--- config.mk ---
export PLATFORM = sky130hd
export DESIGN_NAME = instruction_fetch_flat
export DESIGN_NICKNAME = d
export VERILOG_FILES = /design/src/rtl/instruction_fetch_pkg.sv /design/src/rtl/instruction_fetch_if.sv /design/src/rtl/instruction_fetch_pc_reg.sv /design/src/rtl/instruction_fetch.sv /design/src/flat_wrapper.sv
export SDC_FILE = /design/constraint.sdc
export NUM_CORES = 1
export LEC_CHECK = 0
export CORE_ASPECT_RATIO = 1.5
export CORE_UTILIZATION = 30
export DETAILED_ROUTE_END_ITERATION = 12
export SLEW_MARGIN = 20
export SYNTH_ARGS = -nofsm -noshare
export SYNTH_HDL_FRONTEND = slang
export SYNTH_SLANG_ARGS = --single-unit
--- constraint.sdc ---
create_clock -name clk -period 5.05 [get_ports clk]
set_input_delay 0.7575 -clock clk [delete_from_list [all_inputs] [get_ports clk]]
set_output_delay 0.7575 -clock clk [all_outputs]
set_load 0.005 [all_outputs]
--- src/rtl/instruction_fetch_pkg.sv ---
// Shared types for the RV32I IF stage: fetch FSM states, NOP encoding, fetch payload.
package instruction_fetch_pkg;

   localparam int unsigned XLEN = 32;
   localparam logic [XLEN-1:0] NOP_INST = 32'h0000_0013;

   typedef enum logic [1:0] {
      FETCH = 2'd0,
      HOLD  = 2'd1,
      DROP  = 2'd2
   } if_state_t;

   typedef struct packed {
      logic [XLEN-1:0] pc;
      logic [XLEN-1:0] inst;
   } fetch_pkt_t;

   // Instruction addresses are word aligned; low bits of a target are ignored.
   function automatic logic [XLEN-1:0] align_pc(input logic [XLEN-1:0] pc);
      return {pc[XLEN-1:2], 2'b00};
   endfunction

endpackage

--- src/rtl/instruction_fetch_if.sv ---
// I-cache request/response bus between the IF stage (master) and the I-cache (slave).
interface instruction_fetch_if;
   import instruction_fetch_pkg::*;

   logic            inst_read;
   logic [XLEN-1:0] inst_addr;
   logic [XLEN-1:0] inst_rdata;
   logic            inst_resp;

   modport master (output inst_read, output inst_addr, input inst_rdata, input inst_resp);
   modport slave  (input inst_read, input inst_addr, output inst_rdata, output inst_resp);

endinterface

--- src/rtl/instruction_fetch_pc_reg.sv ---
// Program counter register with load enable and a parameterised reset value.
module instruction_fetch_pc_reg
   import instruction_fetch_pkg::*;
#(
   parameter logic [XLEN-1:0] RESET_VAL = 32'h0000_0000
) (
   input  logic            clk,
   input  logic            rst_n,
   input  logic            i_load,
   input  logic [XLEN-1:0] i_pc_next,
   output logic [XLEN-1:0] o_pc
);

   logic [XLEN-1:0] r_pc;

   always_ff @(posedge clk or negedge rst_n) begin
      if (!rst_n) begin
         r_pc <= RESET_VAL;
      end else if (i_load) begin
         r_pc <= i_pc_next;
      end
   end

   assign o_pc = r_pc;

endmodule

--- src/rtl/instruction_fetch.sv ---
// RV32I IF stage: owns the PC, fetches from the I-cache, skids on stall, squashes on redirect.
// Optional IF_PERF_CNT_EN adds saturating I-cache wait and flush counters.
module instruction_fetch
   import instruction_fetch_pkg::*;
#(
   parameter logic [XLEN-1:0] RESET_PC = 32'h0000_0060,
   parameter int unsigned     PC_STEP  = 4
) (
   input  logic                  clk,
   input  logic                  rst,
   input  logic                  stall,
   input  logic                  redirect,
   input  logic [XLEN-1:0]       redirect_pc,
   instruction_fetch_if.master   icache,
   output logic [XLEN-1:0]       PC_out,
   output logic [XLEN-1:0]       instruction_out,
   output logic                  valid_out
`ifdef IF_PERF_CNT_EN
  ,output logic [31:0]           perf_icache_wait,
   output logic [31:0]           perf_flush
`endif
);

   if_state_t       r_state;
   if_state_t       w_state_next;
   logic [XLEN-1:0] w_pc;
   logic [XLEN-1:0] w_pc_next;
   logic            w_pc_load;
   logic [XLEN-1:0] w_pc_inc;
   logic [XLEN-1:0] w_target;
   logic            w_resp;
   logic            r_inst_read;
   logic [XLEN-1:0] r_inst_addr;
   logic            w_read_next;
   logic [XLEN-1:0] w_addr_next;
   fetch_pkt_t      r_skid;
   logic            w_skid_load;
   logic            w_out_load;
   fetch_pkt_t      w_out_pkt;

   assign w_resp   = r_inst_read & icache.inst_resp;
   assign w_target = align_pc(redirect_pc);
   assign w_pc_inc = w_pc + XLEN'(PC_STEP);

   instruction_fetch_pc_reg #(.RESET_VAL(RESET_PC)) u_pc_reg (
      .clk       (clk),
      .rst_n     (rst),
      .i_load    (w_pc_load),
      .i_pc_next (w_pc_next),
      .o_pc      (w_pc)
   );

   always_ff @(posedge clk or negedge rst) begin
      if (!rst) begin
         r_state <= FETCH;
      end else begin
         r_state <= w_state_next;
      end
   end

   // Next state, PC update, request update, skid capture and output-load decision.
   always_comb begin
      w_state_next = r_state;
      w_pc_load    = 1'b0;
      w_pc_next    = w_pc;
      w_read_next  = r_inst_read;
      w_addr_next  = r_inst_addr;
      w_skid_load  = 1'b0;
      w_out_load   = 1'b0;
      w_out_pkt    = '{pc: w_pc, inst: icache.inst_rdata};
      case (r_state)
         FETCH: begin
            w_read_next = 1'b1;
            if (redirect) begin
               w_pc_load = 1'b1;
               w_pc_next = w_target;
               // An outstanding request must complete at its original address.
               if (r_inst_read && !icache.inst_resp) begin
                  w_state_next = DROP;
               end else begin
                  w_addr_next = w_target;
               end
            end else if (w_resp) begin
               w_pc_load   = 1'b1;
               w_pc_next   = w_pc_inc;
               w_addr_next = w_pc_inc;
               if (stall) begin
                  w_skid_load  = 1'b1;
                  w_read_next  = 1'b0;
                  w_state_next = HOLD;
               end else begin
                  w_out_load = 1'b1;
               end
            end else if (!r_inst_read) begin
               w_addr_next = w_pc;
            end
         end
         HOLD: begin
            w_read_next = 1'b0;
            w_out_pkt   = r_skid;
            if (redirect) begin
               w_pc_load    = 1'b1;
               w_pc_next    = w_target;
               w_read_next  = 1'b1;
               w_addr_next  = w_target;
               w_state_next = FETCH;
            end else if (!stall) begin
               w_out_load   = 1'b1;
               w_read_next  = 1'b1;
               w_addr_next  = w_pc;
               w_state_next = FETCH;
            end
         end
         DROP: begin
            w_read_next = 1'b1;
            if (redirect) begin
               w_pc_load = 1'b1;
               w_pc_next = w_target;
            end
            if (w_resp) begin
               w_addr_next  = redirect ? w_target : w_pc;
               w_state_next = FETCH;
            end
         end
         default: begin
            w_state_next = FETCH;
         end
      endcase
   end

   always_ff @(posedge clk or negedge rst) begin
      if (!rst) begin
         r_inst_read <= 1'b0;
         r_inst_addr <= RESET_PC;
         r_skid      <= '{pc: '0, inst: NOP_INST};
      end else begin
         r_inst_read <= w_read_next;
         r_inst_addr <= w_addr_next;
         if (w_skid_load) begin
            r_skid <= '{pc: w_pc, inst: icache.inst_rdata};
         end
      end
   end

   // Decode-facing register: redirect squashes, stall freezes, otherwise load or bubble.
   always_ff @(posedge clk or negedge rst) begin
      if (!rst) begin
         PC_out          <= '0;
         instruction_out <= NOP_INST;
         valid_out       <= 1'b0;
      end else if (redirect) begin
         valid_out <= 1'b0;
      end else if (w_out_load) begin
         PC_out          <= w_out_pkt.pc;
         instruction_out <= w_out_pkt.inst;
         valid_out       <= 1'b1;
      end else if (!stall) begin
         valid_out <= 1'b0;
      end
   end

   assign icache.inst_read = r_inst_read;
   assign icache.inst_addr = r_inst_addr;

`ifdef IF_PERF_CNT_EN
   always_ff @(posedge clk or negedge rst) begin
      if (!rst) begin
         perf_icache_wait <= '0;
         perf_flush       <= '0;
      end else begin
         if (r_inst_read && !icache.inst_resp && (perf_icache_wait != '1)) begin
            perf_icache_wait <= perf_icache_wait + 32'd1;
         end
         if (redirect && (perf_flush != '1)) begin
            perf_flush <= perf_flush + 32'd1;
         end
      end
   end
`endif

endmodule
--- src/flat_wrapper.sv ---
// flat-port wrapper written by rule: the top's interface ports become plain ports
module instruction_fetch_flat import instruction_fetch_pkg::*;
#(
   parameter logic [XLEN-1:0] RESET_PC = 32'h0000_0060,
   parameter int unsigned     PC_STEP  = 4
)
  (clk, rst, stall, redirect, redirect_pc, PC_out, instruction_out, valid_out, icache_inst_read, icache_inst_addr, icache_inst_rdata, icache_inst_resp);
  instruction_fetch_if icache_i ();
  input  logic clk;
  input  logic rst;
  input  logic stall;
  input  logic redirect;
  input  logic [XLEN-1:0] redirect_pc;
  output logic [XLEN-1:0] PC_out;
  output logic [XLEN-1:0] instruction_out;
  output logic valid_out;
  output wire logic [$bits(icache_i.inst_read)-1:0] icache_inst_read;
  output wire logic [$bits(icache_i.inst_addr)-1:0] icache_inst_addr;
  input wire logic [$bits(icache_i.inst_rdata)-1:0] icache_inst_rdata;
  input wire logic [$bits(icache_i.inst_resp)-1:0] icache_inst_resp;
  assign icache_inst_read = icache_i.inst_read;
  assign icache_inst_addr = icache_i.inst_addr;
  assign icache_i.inst_rdata = icache_inst_rdata;
  assign icache_i.inst_resp = icache_inst_resp;
  instruction_fetch #(.RESET_PC(RESET_PC), .PC_STEP(PC_STEP)) u_core (.clk(clk), .rst(rst), .stall(stall), .redirect(redirect), .redirect_pc(redirect_pc), .icache(icache_i), .PC_out(PC_out), .instruction_out(instruction_out), .valid_out(valid_out));
endmodule
==> Word-level counts from Yosys, hierarchy flattened <==
Cells that the tools add are included.
{ "classes": {"n_mux": 41, "eq_ne": 10, "addsub": 1, "reduce_logical": 10, "bitwise": 2} }
{ "ops": {"columns": ["op", "count"], "rows": [
  ["$mux W32", 10],
  ["$pmux W32 S3", 1],
  ["$mux W64", 1],
  ["$pmux W32 S2", 1],
  ["$add A32 B3 Y32 const B", 1],
  ["$mux W1", 17],
  ["$mux W2", 7],
  ["$reduce_and A5 Y1", 2],
  ["$ne A3 B3 Y1 const B", 3],
  ["$ne A3 B2 Y1 const B", 2],
  ["$pmux W2 S3", 1],
  ["$ne A4 B3 Y1 const B", 1],
  ["$pmux W1 S2", 2],
  ["$ne A3 B1 Y1 const B", 1],
  ["$pmux W1 S3", 1],
  ["$reduce_and A3 Y1", 1],
  ["$reduce_bool A3 Y1", 1],
  ["$eq A2 B1 Y1 const B", 1],
  ["$eq A2 B2 Y1 const B", 1],
  ["$logic_not A2 Y1", 1],
  ["$ne A2 B1 Y1 const B", 1],
  ["$reduce_and A2 Y1", 1],
  ["$reduce_bool A2 Y1", 1],
  ["$reduce_or A2 Y1", 1],
  ["other kinds (4)", 4]
]} }
{ "totals": {"out_inout_bits": 98, "wordCells": 73, "ff_bits": 196} }

==> Logic depth before layout (Yosys ltp) <==
{ "logic_depth": {"ltp_word": 6, "mapped_depth": 10, "ltp_nobuf": 7} }

==> Cells and area by module <==
A second synthesis with hierarchy kept.
{ "unflattened": {"hier_cells": 988, "hier_area_um2": 10472.5} }
{ "by_module_without_submodules": {"columns": ["module", "seq_area_each_um2", "area_per_inst_um2", "cells_per_inst", "n_inst"], "rows": [
  ["instruction_fetch", 4113.9, 9125.0, 920, 1],
  ["instruction_fetch_pc_reg", 803.3, 1347.5, 68, 1]
]} }

==> Least setup slack after synthesis <==
OpenSTA, ideal clock, no wires.
{ "synth_path": {"path_type": "input -> register", "from": "in icache_inst_resp", "to": "reg u_core.r_inst_addr[13] (netlist: u_core.icache.inst_addr[13])", "required_time_ps": 4908, "setup_ps": 142, "path_stages": 7, "path_buffers": 4, "path_slack_ps": 2615, "arrival_time_ps": 2293, "cell_sequence": "buf_2 -> a21boi_0 -> a2111o_1 -> clkbuf_1 -> buf_2 -> buf_1 -> o221ai_1"} }
{ "synth_via": {"elab_chain_cells": 4, "elab_cells_between_ends": 10, "cone_classes": "3 x eq/ne; 3 x mux; 1 x bitwise; 3 x reduce/logical"} }
{ "synth_rtl": {"columns": ["element", "line_no", "source"], "rows": [
  ["start: declaration", "flat_wrapper.sv:20", "input wire logic [$bits(icache_i.inst_resp)-1:0] icache_inst_resp;"],
  ["$and A1 B1 Y1 or $logic_not A1 Y1 (tied branches)", "instruction_fetch.sv:41, instruction_fetch.sv:78", null],
  ["$mux W32 or $logic_and A1 B1 Y1 (tied branches)", "instruction_fetch.sv:83, instruction_fetch.sv:78", null],
  ["$mux W32 or $ne A3 B3 Y1 (tied branches)", null, null],
  ["$pmux W32 S3 or $reduce_and A5 Y1 (tied branches)", null, null],
  ["end signal: assignment", "instruction_fetch.sv:138", "r_inst_addr <= w_addr_next;"],
  ["end: declaration", "instruction_fetch.sv:33", "logic [XLEN-1:0] r_inst_addr;"]
]} }
Parallel ways exist; a longest one is shown, timed or not.
A chain may end at the register's enable or synchronous reset.

==> Final worst setup path <==
{ "layout_path": {"from": "reg u_core.r_state[0]", "to": "reg u_core.u_pc_reg.r_pc[25] (netlist: u_core.u_pc_reg.o_pc[25])"} }
{ "layout_via": {"elab_chain_cells": 4, "elab_cells_between_ends": 9, "cone_classes": "3 x eq/ne; 2 x mux; 4 x reduce/logical"} }
{ "layout_rtl": {"columns": ["element", "line_no", "source"], "rows": [
  ["start: declaration", "instruction_fetch.sv:24", "if_state_t r_state;"],
  ["start signal: assignment", "instruction_fetch.sv:57", "r_state <= w_state_next;"],
  ["$eq A2 B1 Y1 or $eq A2 B2 Y1 (tied branches)", "instruction_fetch.sv:71", "case (r_state)"],
  ["$reduce_or A2 Y1 (no line)", null, null],
  ["$pmux W1 S2 or $reduce_bool A2 Y1 (tied branches)", null, null],
  ["$reduce_and A3 Y1 (no line)", null, null],
  ["end signal: assignment", "instruction_fetch_pc_reg.sv:20", "r_pc <= i_pc_next;"],
  ["end: declaration", "instruction_fetch_pc_reg.sv:14", "logic [XLEN-1:0] r_pc;"]
]} }
Parallel ways exist; a longest one is shown, timed or not.

==> metrics.csv <==
metric,value,unit
wl_per_cell,18.8,um
drtIter0Drc,491,
insertion_delay,450,ps
chipHeight,223,um
postRouteAntennaNets,0,
clkPwrFrac,19.2,%
syn_nets,1047,
ys_seq_area_share,50.1,%
rsz0062_at_grt,no,
place_ws,1550,ps
grtUsageMet1,21.6,%
htree_levels,4,
syn_area_per_cell,10.1,um2
worst_path_largest_cell_delay,840,ps
hold_class,in2async,
drive_gt1_share,12.0,%
areaGrowthSynthToFinish,25.6,%
antennaDiodeCount,0,
cp.arrival,3490,ps
critPathCaptureType,register,
fp.dieW,150,um
synthSimpleGateAreaFrac,14.3,%
cp_slowest_cell,nor2_1,
regArea,0.00492,mm2
final_util,38.5,%
setup-tns-final,0,ps
hold_buffers,0,
grt_pass1_vias,7781,
start_util,30.6,%
min_period_over_period,61.7,%
cts_sinks,196,
netlist_instances,973,
final_common_cell,dfrtp_1,
worstMarginPinSlew,982,ps
post-route-min-period,3110,ps
p_per_area,599,mW/mm2
cts_tree,built,
io_buffers,164,
fin_ws,1940,ps
hold_viol_final,0,
layout_common_cells,"186 x dfrtp_1, 162 x clkdlybuf4s50_1, 130 x nand2_1",
synth_top_family_by_area,multiplexers,
cts_buffers,17,
ys_types,70,
num_rows,80,
critPathLaunchType,register,
synth-compound-area-share,14.3,%
synthArstFlopShare,100,%
ys_ff_latch,196,
p_seq_share,40.3,%
setup_violations,0,
grt_max_degree,100,
ir_drop,202,uV
n_fill_cell,3217,
gp_congestion,0.873,
synthAdderAreaFrac,0.638,%
cp_common_cell,nand3_1,
drc,0,
critical_path_class,reg2reg,
synthMuxAreaShare,15.0,%
path_cells,inv_1 -> ha_1 -> nor2_1 -> nand3_1 -> or4_1 -> nand3_1,
grt.total_usage,17.7,%
drv_cap,0,
synth_edf_count,0,
relSlewSlack,34.0,%
power.share.switching,37.3,%
power_leakage,4.89,nW
status,finished clean,
postCtsSetupBuffers,0,
grt_util_met2,29.6,%
antenna_found_initial,0,
synth_xor_area_share,1.52,%
grtUsageMet3,3.21,%
grt_pass1_wl,44900,um
maxSlewViolCount,0,
fin_nets,1149,
multi_input_area,0.00452,mm2
vias,7792,
power.switching,0.00275,W
finClkSkew,13.4,ps
drt-total-wl,28200,um
core-area,0.0320,mm2
fmax,321,MHz
syn-cell-area,0.00981,mm2
globalRouteOverflowTotal,0,
ys_warn_count,0,
top_usage_layer,met2,
crit_required,5430,ps
critical_path.max_fanout,22,
synth_ff_type,dfrtp_1,
pin_count,167,
dieArea,0.0334,mm2
combPwrFrac,40.5,%
hpwlAfterDp,19400,um
power.internal,0.00463,W
cts.path.max_buffers,2,
drt_pass1_iterations,5,
clockRootBuffer,clkbuf_16,
ctsResizeCount,0,
viasPerCell,5.20,
clkTransAtPathRegs,70,ps
-- worst max-delay path: cells and delay by family, from the launching register on --
kind	cells	cell delay, ps
buffers and inverters	1	100
AND/OR/NAND/NOR	4	1880
adder cells (fa/ha/maj)	1	650
flip-flops	1	420
-- logic make-up after synthesis --
family	Yosys count
AND/OR/NAND/NOR	289
AO/OA/AOI/OAI	227
XOR/XNOR	17
flip-flops	196
adder cells (fa/ha/maj)	5
multiplexers	139
buffers and inverters	100
-- path summary, 6_finish.rpt --
kind	start	end	slack [ps]	cells after the start
max reg2reg	u_core.r_state[0]	u_core.u_pc_reg.o_pc[25]	1940	6
max in group asynchronous	rst	u_core.r_skid[23]	3620	2
min in group clk	u_core.instruction_out[10]	u_core.instruction_out[10]	480	2
min reg2reg	u_core.instruction_out[10]	u_core.instruction_out[10]	480	2
min	rst	u_core.icache.inst_addr[24]	370	1
max	u_core.r_state[0]	u_core.u_pc_reg.o_pc[25]	1940	6
-- per-layer routing --
| metal | part of all wire [%] | vias to the layer above |
|---|---|---|
| met1 | 42 | 3794 |
| li1 | - | 3706 |
| met2 | 50 | 254 |
| met3 | 4.9 | 38 |
| met5 | 0 | - |
| met4 | 3.2 | 0 |
-- cell usage after synthesis, drive strengths merged (6+ instances only) --
master,n,area share (%)
o21ai,115,5.9
and3,9,0.57
xnor2,9,0.80
clkbuf,70,2.7
a21oi,36,1.8
or3,9,0.62
nand3,27,1.4
xor2,8,0.71
nor3,23,1.2
mux2i,73,7.4
mux2,66,7.6
o22ai,8,0.51
inv,8,0.31
dfrtp,186,47
nand2b,6,0.38
nor4,13,0.89
nand4,16,1.2
nor2,32,1.2
o31ai,6,0.46
dfstp,10,2.7
nand2,130,5.0
buf,21,1.0
-- final cells by class --
type | count | share of cell area, %
timing repair buffer | 174 | 14.1
multi-input combinational | 677 | 36.7
clock inverter | 11 | 1.25
tap | 410 | 4.16
inverter | 9 | 0.274
sequential | 196 | 39.9
clock buffer | 21 | 3.57
-- power by group through the flow --
stage | logic [W] | clock network (W) | registers [W]
2_1_floorplan | 0.00190 | 0 | 0.00271
3_3_place_gp | 0.00298 | 0 | 0.00298
3_5_place_dp | 0.00302 | 0 | 0.00301
5_1_grt | 0.00331 | 0.00152 | 0.00310
6_report | 0.00299 | 0.00142 | 0.00297
4_1_cts | 0.00303 | 0.00146 | 0.00298
-- registers in the layout (all words and copies together) (netlist names) --
signal and count:
u_core.PC_out 32, u_core.icache.inst_addr 32, u_core.icache.inst_read 1, u_core.instruction_out 32, u_core.r_skid 64, u_core.r_state 2
u_core.u_pc_reg.o_pc 32, u_core.valid_out 1
-- through the flow --
step / hold WS [ps] / std cells / area, um2 / total power [W]
finish: 373 / 1498 / 12300 / 0.00738
global route: 428 / 1498 / 12300 / 0.00793
CTS: 417 / 1498 / 12300 / 0.00747
detailed placement: 469 / 1466 / 11700 / 0.00603
global placement: 461 / 1466 / 11700 / 0.00596
floorplan: 462 / 973 / 9810 / 0.00461
(Power assumes the default switching activity.)
